$ cat config.mk
export PLATFORM = sky130hd
export DESIGN_NAME = name_entry_fsm_flat
export DESIGN_NICKNAME = d
export VERILOG_FILES = /design/src/rtl/name_entry_fsm_pkg.sv /design/src/rtl/name_entry_fsm_if.sv /design/src/rtl/name_entry_fsm_char_wheel.sv /design/src/rtl/name_entry_fsm.sv /design/src/flat_wrapper.sv
export SDC_FILE = /design/constraint.sdc
export NUM_CORES = 1
export LEC_CHECK = 0
export CAP_MARGIN = 15
export CORE_UTILIZATION = 45
export CTS_BUF_LIST = sky130_fd_sc_hd__clkbuf_16
export CTS_CLUSTER_DIAMETER = 40
export DETAILED_ROUTE_END_ITERATION = 6
export PLACE_DENSITY = 0.74
export RECOVER_POWER = 100
export SLEW_MARGIN = 20
export SYNTH_ARGS = -nofsm -noshare
export SYNTH_HDL_FRONTEND = slang
export SYNTH_SLANG_ARGS = --single-unit
$ cat constraint.sdc
create_clock -name clk_main -period 3.4 [get_ports clk_main]
set_input_delay 0.68 -clock clk_main [delete_from_list [all_inputs] [get_ports clk_main]]
set_output_delay 0.68 -clock clk_main [all_outputs]
set_load 0.02 [all_outputs]
$ cat src/rtl/name_entry_fsm_pkg.sv
// Shared constants and state type for the scoreboard name-entry controller.
package name_entry_fsm_pkg;

  localparam int unsigned CHAR_SIZE    = 5;
  localparam int unsigned BUTTON_COUNT = 4;
  localparam int unsigned TIMEOUT_W    = 8;

  localparam logic [CHAR_SIZE-1:0] CHAR_A     = 5'd0;
  localparam logic [CHAR_SIZE-1:0] CHAR_SPACE = 5'd26;

  // Bit positions inside btn = {right, left, down, up}
  localparam int unsigned BUTTON_UP    = 0;
  localparam int unsigned BUTTON_DOWN  = 1;
  localparam int unsigned BUTTON_LEFT  = 2;
  localparam int unsigned BUTTON_RIGHT = 3;

  typedef enum logic [1:0] {
    IDLE,
    EDIT,
    DONE
  } name_entry_state_t;

endpackage

$ cat src/rtl/name_entry_fsm_if.sv
// Event-pulse inputs and name/commit outputs of the name-entry controller.
interface name_entry_fsm_if
  import name_entry_fsm_pkg::*;
#(
  parameter int unsigned NAME_LEN  = 3,
  parameter int unsigned CHAR_BITS = CHAR_SIZE
);
  localparam int unsigned CUR_W = $clog2(NAME_LEN + 1);

  logic                          en;
  logic [BUTTON_COUNT-1:0]       btn;
  logic                          btn_other;
  logic                          tick_10hz;
  logic [NAME_LEN*CHAR_BITS-1:0] name_out;
  logic [CUR_W-1:0]              cursor;
  logic                          done;
  logic                          commit;
  logic [TIMEOUT_W-1:0]          timeout_left;

  modport master (
    output en, btn, btn_other, tick_10hz,
    input  name_out, cursor, done, commit, timeout_left
  );

  modport slave (
    input  en, btn, btn_other, tick_10hz,
    output name_out, cursor, done, commit, timeout_left
  );

endinterface

$ cat src/rtl/name_entry_fsm_char_wheel.sv
// Combinational next-character for the selected slot; up has priority over down,
// both wrap between CHAR_MIN and CHAR_MAX.
module name_entry_fsm_char_wheel #(
  parameter int unsigned CHAR_BITS = 5,
  parameter int unsigned CHAR_MIN  = 0,
  parameter int unsigned CHAR_MAX  = 26
) (
  input  logic [CHAR_BITS-1:0] cur_char,
  input  logic                 up,
  input  logic                 down,
  output logic [CHAR_BITS-1:0] next_char
);
  localparam logic [CHAR_BITS-1:0] LO  = CHAR_BITS'(CHAR_MIN);
  localparam logic [CHAR_BITS-1:0] HI  = CHAR_BITS'(CHAR_MAX);
  localparam logic [CHAR_BITS-1:0] ONE = CHAR_BITS'(1);

  always_comb begin
    next_char = cur_char;
    if (up) begin
      next_char = (cur_char == HI) ? LO : cur_char + ONE;
    end else if (down) begin
      next_char = (cur_char == LO) ? HI : cur_char - ONE;
    end
  end

endmodule

$ cat src/rtl/name_entry_fsm.sv
// Virtual-keyboard name entry: edits NAME_LEN chars from button pulses and strobes commit.
// Define NAME_ENTRY_TIMEOUT_EN to add the inactivity auto-commit counter.
module name_entry_fsm
  import name_entry_fsm_pkg::*;
#(
  parameter int unsigned NAME_LEN      = 3,
  parameter int unsigned CHAR_BITS     = CHAR_SIZE,
  parameter int unsigned CHAR_MIN      = CHAR_A,
  parameter int unsigned CHAR_MAX      = CHAR_SPACE,
  parameter int unsigned TIMEOUT_TICKS = 150
) (
  input logic            clk_main,
  input logic            rst,
  name_entry_fsm_if.slave bus
);
  localparam int unsigned CUR_W  = $clog2(NAME_LEN + 1);
  localparam int unsigned NAME_W = NAME_LEN * CHAR_BITS;

  localparam logic [CUR_W-1:0]     CONFIRM_SLOT   = CUR_W'(NAME_LEN);
  localparam logic [CUR_W-1:0]     CUR_ONE        = CUR_W'(1);
  localparam logic [CHAR_BITS-1:0] CHAR_FIRST     = CHAR_BITS'(CHAR_MIN);
  localparam logic [NAME_W-1:0]    IDLE_NAME      = {NAME_LEN{CHAR_FIRST}};
  localparam logic [TIMEOUT_W-1:0] TIMEOUT_RELOAD = TIMEOUT_W'(TIMEOUT_TICKS);

  name_entry_state_t    state_q, state_n;
  logic [NAME_W-1:0]    name_q, name_n;
  logic [CUR_W-1:0]     cursor_q, cursor_n;
  logic                 done_q, done_n;
  logic                 commit_q, commit_n;
  logic                 do_commit;
  logic                 any_pulse;
  logic                 tmo_fire;
  logic [CHAR_BITS-1:0] cur_char, wheel_char;

  assign any_pulse = (|bus.btn) | bus.btn_other;

  // Character under the cursor; the confirm slot has none, so feed CHAR_MIN.
  always_comb begin
    cur_char = CHAR_FIRST;
    for (int unsigned i = 0; i < NAME_LEN; i++) begin
      if (cursor_q == CUR_W'(i)) begin
        cur_char = name_q[(NAME_LEN-1-i)*CHAR_BITS +: CHAR_BITS];
      end
    end
  end

  name_entry_fsm_char_wheel #(
    .CHAR_BITS (CHAR_BITS),
    .CHAR_MIN  (CHAR_MIN),
    .CHAR_MAX  (CHAR_MAX)
  ) u_char_wheel (
    .cur_char  (cur_char),
    .up        (bus.btn[BUTTON_UP]),
    .down      (bus.btn[BUTTON_DOWN]),
    .next_char (wheel_char)
  );

`ifdef NAME_ENTRY_TIMEOUT_EN
  logic [TIMEOUT_W-1:0] tmo_q, tmo_n;

  // A button pulse reloads even when a tick lands in the same cycle.
  always_comb begin
    tmo_n    = tmo_q;
    tmo_fire = 1'b0;
    if (!bus.en || state_q == IDLE) begin
      tmo_n = TIMEOUT_RELOAD;
    end else if (state_q == EDIT) begin
      if (any_pulse) begin
        tmo_n = TIMEOUT_RELOAD;
      end else if (bus.tick_10hz && tmo_q != '0) begin
        tmo_n    = tmo_q - TIMEOUT_W'(1);
        tmo_fire = (tmo_q == TIMEOUT_W'(1));
      end
    end
  end

  always_ff @(posedge clk_main or posedge rst) begin
    if (rst) begin
      tmo_q <= TIMEOUT_RELOAD;
    end else begin
      tmo_q <= tmo_n;
    end
  end

  assign bus.timeout_left = tmo_q;
`else
  assign tmo_fire         = 1'b0;
  assign bus.timeout_left = TIMEOUT_RELOAD;
`endif

  always_comb begin
    state_n   = state_q;
    name_n    = name_q;
    cursor_n  = cursor_q;
    done_n    = done_q;
    commit_n  = 1'b0;
    do_commit = 1'b0;

    unique case (state_q)
      IDLE: state_n = EDIT;
      EDIT: begin
        do_commit = tmo_fire;
        if (cursor_q != CONFIRM_SLOT) begin
          if (bus.btn[BUTTON_UP] || bus.btn[BUTTON_DOWN]) begin
            for (int unsigned i = 0; i < NAME_LEN; i++) begin
              if (cursor_q == CUR_W'(i)) begin
                name_n[(NAME_LEN-1-i)*CHAR_BITS +: CHAR_BITS] = wheel_char;
              end
            end
          end else if (bus.btn[BUTTON_LEFT]) begin
            cursor_n = (cursor_q == '0) ? CONFIRM_SLOT : cursor_q - CUR_ONE;
          end else if (bus.btn[BUTTON_RIGHT]) begin
            cursor_n = cursor_q + CUR_ONE;
          end
        end else if (bus.btn[BUTTON_LEFT]) begin
          cursor_n = cursor_q - CUR_ONE;
        end else if (any_pulse) begin
          do_commit = 1'b1;
        end

        if (do_commit) begin
          state_n  = DONE;
          done_n   = 1'b1;
          commit_n = 1'b1;
        end
      end
      DONE: state_n = DONE;
      default: state_n = IDLE;
    endcase

    // Leaving the scoreboard scene wipes the entry regardless of state.
    if (!bus.en) begin
      state_n  = IDLE;
      name_n   = IDLE_NAME;
      cursor_n = '0;
      done_n   = 1'b0;
      commit_n = 1'b0;
    end
  end

  always_ff @(posedge clk_main or posedge rst) begin
    if (rst) begin
      state_q  <= IDLE;
      name_q   <= IDLE_NAME;
      cursor_q <= '0;
      done_q   <= 1'b0;
      commit_q <= 1'b0;
    end else begin
      state_q  <= state_n;
      name_q   <= name_n;
      cursor_q <= cursor_n;
      done_q   <= done_n;
      commit_q <= commit_n;
    end
  end

  assign bus.name_out = name_q;
  assign bus.cursor   = cursor_q;
  assign bus.done     = done_q;
  assign bus.commit   = commit_q;

endmodule
$ cat src/flat_wrapper.sv
// flat-port wrapper written by rule: the top's interface ports become plain ports
module name_entry_fsm_flat import name_entry_fsm_pkg::*;
#(
  parameter int unsigned NAME_LEN      = 3,
  parameter int unsigned CHAR_BITS     = CHAR_SIZE,
  parameter int unsigned CHAR_MIN      = CHAR_A,
  parameter int unsigned CHAR_MAX      = CHAR_SPACE,
  parameter int unsigned TIMEOUT_TICKS = 150
)
  (clk_main, rst, bus_en, bus_btn, bus_btn_other, bus_tick_10hz, bus_name_out, bus_cursor, bus_done, bus_commit, bus_timeout_left);
  name_entry_fsm_if #(.NAME_LEN(NAME_LEN), .CHAR_BITS(CHAR_BITS)) bus_i ();
  input logic clk_main;
  input logic rst;
  input wire logic [$bits(bus_i.en)-1:0] bus_en;
  input wire logic [$bits(bus_i.btn)-1:0] bus_btn;
  input wire logic [$bits(bus_i.btn_other)-1:0] bus_btn_other;
  input wire logic [$bits(bus_i.tick_10hz)-1:0] bus_tick_10hz;
  output wire logic [$bits(bus_i.name_out)-1:0] bus_name_out;
  output wire logic [$bits(bus_i.cursor)-1:0] bus_cursor;
  output wire logic [$bits(bus_i.done)-1:0] bus_done;
  output wire logic [$bits(bus_i.commit)-1:0] bus_commit;
  output wire logic [$bits(bus_i.timeout_left)-1:0] bus_timeout_left;
  assign bus_i.en = bus_en;
  assign bus_i.btn = bus_btn;
  assign bus_i.btn_other = bus_btn_other;
  assign bus_i.tick_10hz = bus_tick_10hz;
  assign bus_name_out = bus_i.name_out;
  assign bus_cursor = bus_i.cursor;
  assign bus_done = bus_i.done;
  assign bus_commit = bus_i.commit;
  assign bus_timeout_left = bus_i.timeout_left;
  name_entry_fsm #(.NAME_LEN(NAME_LEN), .CHAR_BITS(CHAR_BITS), .CHAR_MIN(CHAR_MIN), .CHAR_MAX(CHAR_MAX), .TIMEOUT_TICKS(TIMEOUT_TICKS)) u_core (.clk_main(clk_main), .rst(rst), .bus(bus_i));
endmodule
After elaboration in Yosys (flattened, before gate mapping)
Index checks and enable logic that the tools add are counted.

Flip-flop bits (word level): 21. Bits of input ports: 9. Word-level logic and storage cells: 74.

$add $sub $neg: 4. Equal/unequal tests: 17. Multiplexer cells: 35. Bitwise logic cells: 1. Reductions and logical operators: 10.

Operators with widths (count): $mux W15 (4); $mux W5 (10); $mux W2 (10); $reduce_and A4 Y1 (4); $ne A2 B1 Y1 const B (7); $mux W1 (10); $pmux W2 S3 (1); $add A5 B1 Y5 const B (1); $eq A5 B5 Y1 const B (1); $logic_not A5 Y1 (1); $sub A5 B1 Y5 const B (1); $eq A2 B1 Y1 const B (2); $eq A2 B2 Y1 const B (2); $logic_not A2 Y1 (2); $ne A4 B1 Y1 const B (1); $reduce_or A4 Y1 (1); $ne A3 B1 Y1 const B (1); $ne A3 B2 Y1 const B (1); $ne A3 B3 Y1 const B (1); $add A2 B1 Y2 const B (1); $ne A2 B2 Y1 const B (1); $reduce_and A2 Y1 (1); $sub A2 B1 Y2 const B (1); $logic_or A1 B1 Y1 (1); $or A1 B1 Y1 (1).

Depth between registers and ports, before layout
Depth in word-level cells: 13. Depth in mapped cells: 12. Mapped depth without buffers: 11.

Modules after synthesis
Synthesis repeated with hierarchy kept, for this count alone.

Cell total of the unflattened synthesis: 165. Area total of the unflattened synthesis: 1440.1 um^2.

By module, submodules not included: name_entry_fsm (times used 1, cells an instance 128, area an instance 1198.6 um^2, sequential area each 525.5 um^2); name_entry_fsm_char_wheel (times used 1, cells an instance 37, area an instance 241.5 um^2, sequential area each 0.0 um^2).

Worst setup path after synthesis
OpenSTA, ideal clock, no wires.

Kind: register to register. From: register u_core.cursor_q[0] (netlist: u_core.bus.cursor[0]). To: register u_core.name_q[14] (netlist: u_core.bus.name_out[14]). Library setup time: 0.078 ns. Data arrival time: 2.309 ns. Data required time: 3.322 ns. Slack: 1.013 ns. Cell stages (with the launch flop): 12. Path buffers: 1. Clock period less this slack: 2.387 ns. Cells stage by stage: dfrtp_1 > inv_1 > ha_1 > buf_4 > a21oi_1 > a22o_1 > inv_1 > ha_1 > or3_1 > o211ai_1 > o22ai_2 > o21ai_1.

Cells in the longest elaborated chain, start to end: 13. Elaborated cells on any way between the ends: 23.

RTL lines: from (decl) (RTL line name_entry_fsm.sv:27) `logic [CUR_W-1:0] cursor_q, cursor_n;`; from (signal assigned) (RTL line name_entry_fsm.sv:151) `cursor_q <= cursor_n;`; $logic_not A2 Y1 (RTL line name_entry_fsm.sv:41, name_entry_fsm.sv:106); $mux W5 (3 in a row) (RTL line name_entry_fsm.sv:41) `if (cursor_q == CUR_W'(i)) begin`; $sub A5 B1 Y5 / $logic_not A5 Y1 (equally long branches) (RTL line name_entry_fsm_char_wheel.sv:22) `next_char = (cur_char == LO) ? HI : cur_char - ONE;`; $mux W5 (RTL line name_entry_fsm_char_wheel.sv:22); $mux W5 (RTL line name_entry_fsm_char_wheel.sv:21) `end else if (down) begin`; $mux W5 (RTL line name_entry_fsm_char_wheel.sv:19) `if (up) begin`; $mux W5 (RTL line name_entry_fsm.sv:106) `if (cursor_q == CUR_W'(i)) begin`; $mux W15 (RTL line name_entry_fsm.sv:104) `if (bus.btn[BUTTON_UP] || bus.btn[BUTTON_DOWN]) begin`; $mux W15 (RTL line name_entry_fsm.sv:103) `if (cursor_q != CONFIRM_SLOT) begin`; $mux W15 (RTL line name_entry_fsm.sv:99) `unique case (state_q)`; $mux W15 (RTL line name_entry_fsm.sv:132) `if (!bus.en) begin`; to (signal assigned) (RTL line name_entry_fsm.sv:150) `name_q <= name_n;`; to (decl) (RTL line name_entry_fsm.sv:26) `logic [NAME_W-1:0] name_q, name_n;`.

Several ways; a longest one is shown, not always the timed one. The select of a mux whose other input is x is not followed. A chain may end at the register's enable or synchronous reset.

Worst setup path in the final report
From: input port bus_btn[0]. To: register u_core.name_q[3] (netlist: u_core.bus.name_out[3]).

Cells in the longest elaborated chain, start to end: 6. Elaborated cells on any way between the ends: 9.

RTL lines: from (decl) (RTL line flat_wrapper.sv:15) `input wire logic [$bits(bus_i.btn)-1:0] bus_btn;`; $mux W5 (RTL line name_entry_fsm_char_wheel.sv:19); $mux W5 (RTL line name_entry_fsm.sv:106); $mux W15 (RTL line name_entry_fsm.sv:104); $mux W15 (RTL line name_entry_fsm.sv:103); $mux W15 (RTL line name_entry_fsm.sv:99); $mux W15 (RTL line name_entry_fsm.sv:132).

Several ways; a longest one is shown, not always the timed one. The select of a mux whose other input is x is not followed.

==> impl_metrics.yaml <==
synthesis:
  synth_flop_cell: "dfrtp_1"
  ys.warnings.count: 0
  synth_edf_count: 0
  synth-compound-area-share_pct: 23.9
  synth_xor_area_share_pct: 2.38
  yosys.area_share.simple_pct: 18.7
  synth_mux_area_share_pct: 0
  synthTopCellsByArea: "dfrtp_1, ha_1, a21oi_1, buf_4, nand2_1"
  ys_seq_area_share_pct: 35.7
  synthAdderAreaFrac_pct: 7.64
  yosys.area.top_type_share_pct: 35.7
  ys_seq_elements: 21
  synth_largest_area_cell: "dfrtp_1"
  syn_avg_cell_area_um2: 8.57
  syn_inst: 172
  synthesis.area_mm2: 0.00147
  synth-async-reset-ratio_pct: 100
  synth_cell_types: 45
  synth_top_family_by_area: "compound AO/OA/AOI/OAI gates"
pwr:
  power.leakage_nw: 0.875
  swShare_pct: 36.6
  p_sw_mw: 0.325
  p_int_mw: 0.563
  pwr-share-seq_pct: 32.8
  ir_drop_v: 0.000294
  p_per_area_mw_per_mm2: 497
  p_comb_share_pct: 39.5
  finalPower_mw: 0.889
  power_frac_clock_pct: 27.7
floorplan:
  die_height_um: 59.2
  die_area_mm2: 0.00351
  coreArea_mm2: 0.00308
  ios: 36
  die_width_um: 59.2
  initial_core_util_pct: 47.9
  row_count: 20
setup_path:
  endpoint_kind: "flop"
  cp.arrival_ns: 2.96
  worstPathMaxFanout: 13
  reg2reg_slack_ns: 0.80
  criticalPathCategory: "primary input to flop"
  slowest_stage: "dlygate4sd3_1"
  cp_cell_sequence: "dlygate4sd3_1 -> clkbuf_1 -> nor2_1 -> nor3b_1 -> and2_1 -> nand2_1 -> o22ai_2"
  r2r-end: "u_core.bus.name_out[14]$_DFFE_PP0P_"
  critPathRequiredTime_ns: 3.57
  startpoint_type: "primary input"
  r2r_start: "u_core.bus.cursor[1]$_DFFE_PP0P_"
  r2r_cells: 10
  cpPeakStageDelay_ns: 0.52
placement:
  portBuffers: 26
  globalplace.congestion: 0.870
  hpwl_mm: 2.62
sta:
  finalHoldViolations: 0
  fin_skew_ns: 0.00484
  slew_violations: 0
  setup_violations: 0
  tightest_slew_ns: 0.813
  relSlewSlack_pct: 45.7
  period_share_pct: 82.1
  finalSetupTns_ns: 0
  fmax_mhz: 358
  fin_crit_ns: 2.79
  grt_setup_unrepaired: "false"
grt:
  grt_usage_pct: 22.1
  grt_pass1_wl_mm: 5.73
  grt_pass1_vias: 1218
  antenna_found_initial: 0
  overflow: 0
  grt_max_degree: 22
hold_path:
  hold_path.startpoint: "u_core.bus.done$_DFFE_PP0P_"
  holdPathStages: 1
  holdPathEnd: "u_core.bus.done$_DFFE_PP0P_"
  hp-class: "flop to flop"
cells_and_area:
  nets: 213
  areaGrowthSynthToFinish_pct: 21.4
  drive_gt1_share_pct: 4.64
  diodes: 0
  num-fill-cells: 292
clocking:
  cts-root-buf: "clkbuf_16"
  numCtsBuffers: 3
  cts_tree: "built"
  clockBufferDepth: 2
  post_cts_buffers: 0
  insertion_delay_ns: 0.25
  cts.clk_slew.worst_paths_ns: 0.06
  cts_resized: 0
  clock_sinks: 21
  hold_buffers: 0
  htree_levels: 1
routing:
  wl_per_cell_um: 14.8
  via_per_inst: 5.42
  first_pass_iters: 4
  dr_total_vias: 1291
  drt_first_iter_violations: 81
  drc: 0
  drt_wl_total_mm: 3.53
  drtAntennaViolNets: 0
flow_run:
  maxCapViolations: 0
run_status:
  outcome: "finished clean"
## metrics by stage
stage,area [um^2],util [%],hold WS (ns),worst slack (ns),cells
after floorplan,1500,-,0.591,1.01,178
after global placement,1710,55.7,0.462,0.820,234
after detailed placement,1710,55.7,0.474,0.732,234
after CTS,1790,58.3,0.493,0.786,238
after global routing,1790,58.1,0.495,0.385,238
final,1790,58.1,0.479,0.609,238
## critical path: cells and delay by family
family	cells	cell delay [ns]
and+or+nand+nor	4	1.16
buffers and inverters	2	0.94
AOI/OAI and AO/OA	1	0.18
## routing by layer
layer,track usage (%),vias up,wire [um]
met5,0,-,0
met4,11.2,0,56
met3,3.49,6,131
met2,35.6,36,1790
met1,28.5,614,1550
li1,-,635,-
## worst max path at each step
stage                                     start                             endpoint  cells after the start
4_1_cts        u_core.bus.cursor[0]$_DFFE_PP0P_   u_core.bus.name_out[0]$_DFFE_PP0P_                      9
3_3_place_gp                         bus_btn[0]   u_core.bus.name_out[3]$_DFFE_PP0P_                      7
2_1_floorplan  u_core.bus.cursor[0]$_DFFE_PP0P_  u_core.bus.name_out[14]$_DFFE_PP0P_                     11
3_5_place_dp                         bus_btn[0]   u_core.bus.name_out[2]$_DFFE_PP0P_                      7
6_report                             bus_btn[0]   u_core.bus.name_out[3]$_DFFE_PP0P_                      7
5_1_grt                              bus_btn[0]   u_core.bus.name_out[3]$_DFFE_PP0P_                      7
## power by group through the flow
stage,sequential (mW),combinational (mW),clock (mW)
final,0.292,0.351,0.246
after global routing,0.295,0.391,0.259
after global placement,0.295,0.341,0
after detailed placement,0.297,0.358,0
after CTS,0.292,0.361,0.250
after floorplan,0.309,0.258,0
## flip-flops by register name, indices dropped and copies added (netlist names)
signal and count:
u_core.bus.commit 1, u_core.bus.cursor 2, u_core.bus.done 1, u_core.bus.name_out 15
u_core.state_q 2
## Yosys cell counts, types with 4 or more instances
cell type / count
o21ai_0: 5
nand4_1: 4
inv_1: 12
buf_4: 9
nor3_1: 5
nor2_1: 10
dfrtp_1: 21
nand2_1: 15
a21oi_1: 14
o21ai_1: 10
ha_1: 9
a22o_1: 5
## cell families after synthesis
family,Yosys count
xor+xnor,4
other cells,2
simple gates,52
buf+inv,30
compound gates,54
fa+ha+maj,9
flops,21
## area by class of cell
class / instances / area (um^2) / share of cell area, %
clock buffers: 3 / 75.1 / 4.20
clock inverters: 1 / 3.75 / 0.210
inverters: 14 / 52.6 / 2.94
multi-input cells: 127 / 806 / 45.0
flip-flops and latches: 21 / 526 / 29.4
well taps: 44 / 55.1 / 3.08
repair buffers: 28 / 272 / 15.2
## placed cells by master (no fill, tap or decap), drive strengths merged, types with 2 or more instances in the layout
cell type / count
a211oi: 2
a21o: 3
a21oi: 14
a22o: 5
clkbuf: 4
clkdlybuf4s50: 5
conb: 8
dfrtp: 21
dlygate4sd3: 21
ha: 9
inv: 14
nand2: 15
nand2b: 2
nand3: 3
nand3b: 4
nand4: 4
nor2: 10
nor2b: 3
nor3: 5
o211ai: 3
o21ai: 16
o22ai: 3
xnor2: 3
Note: power is estimated with default switching activity, not from simulation.
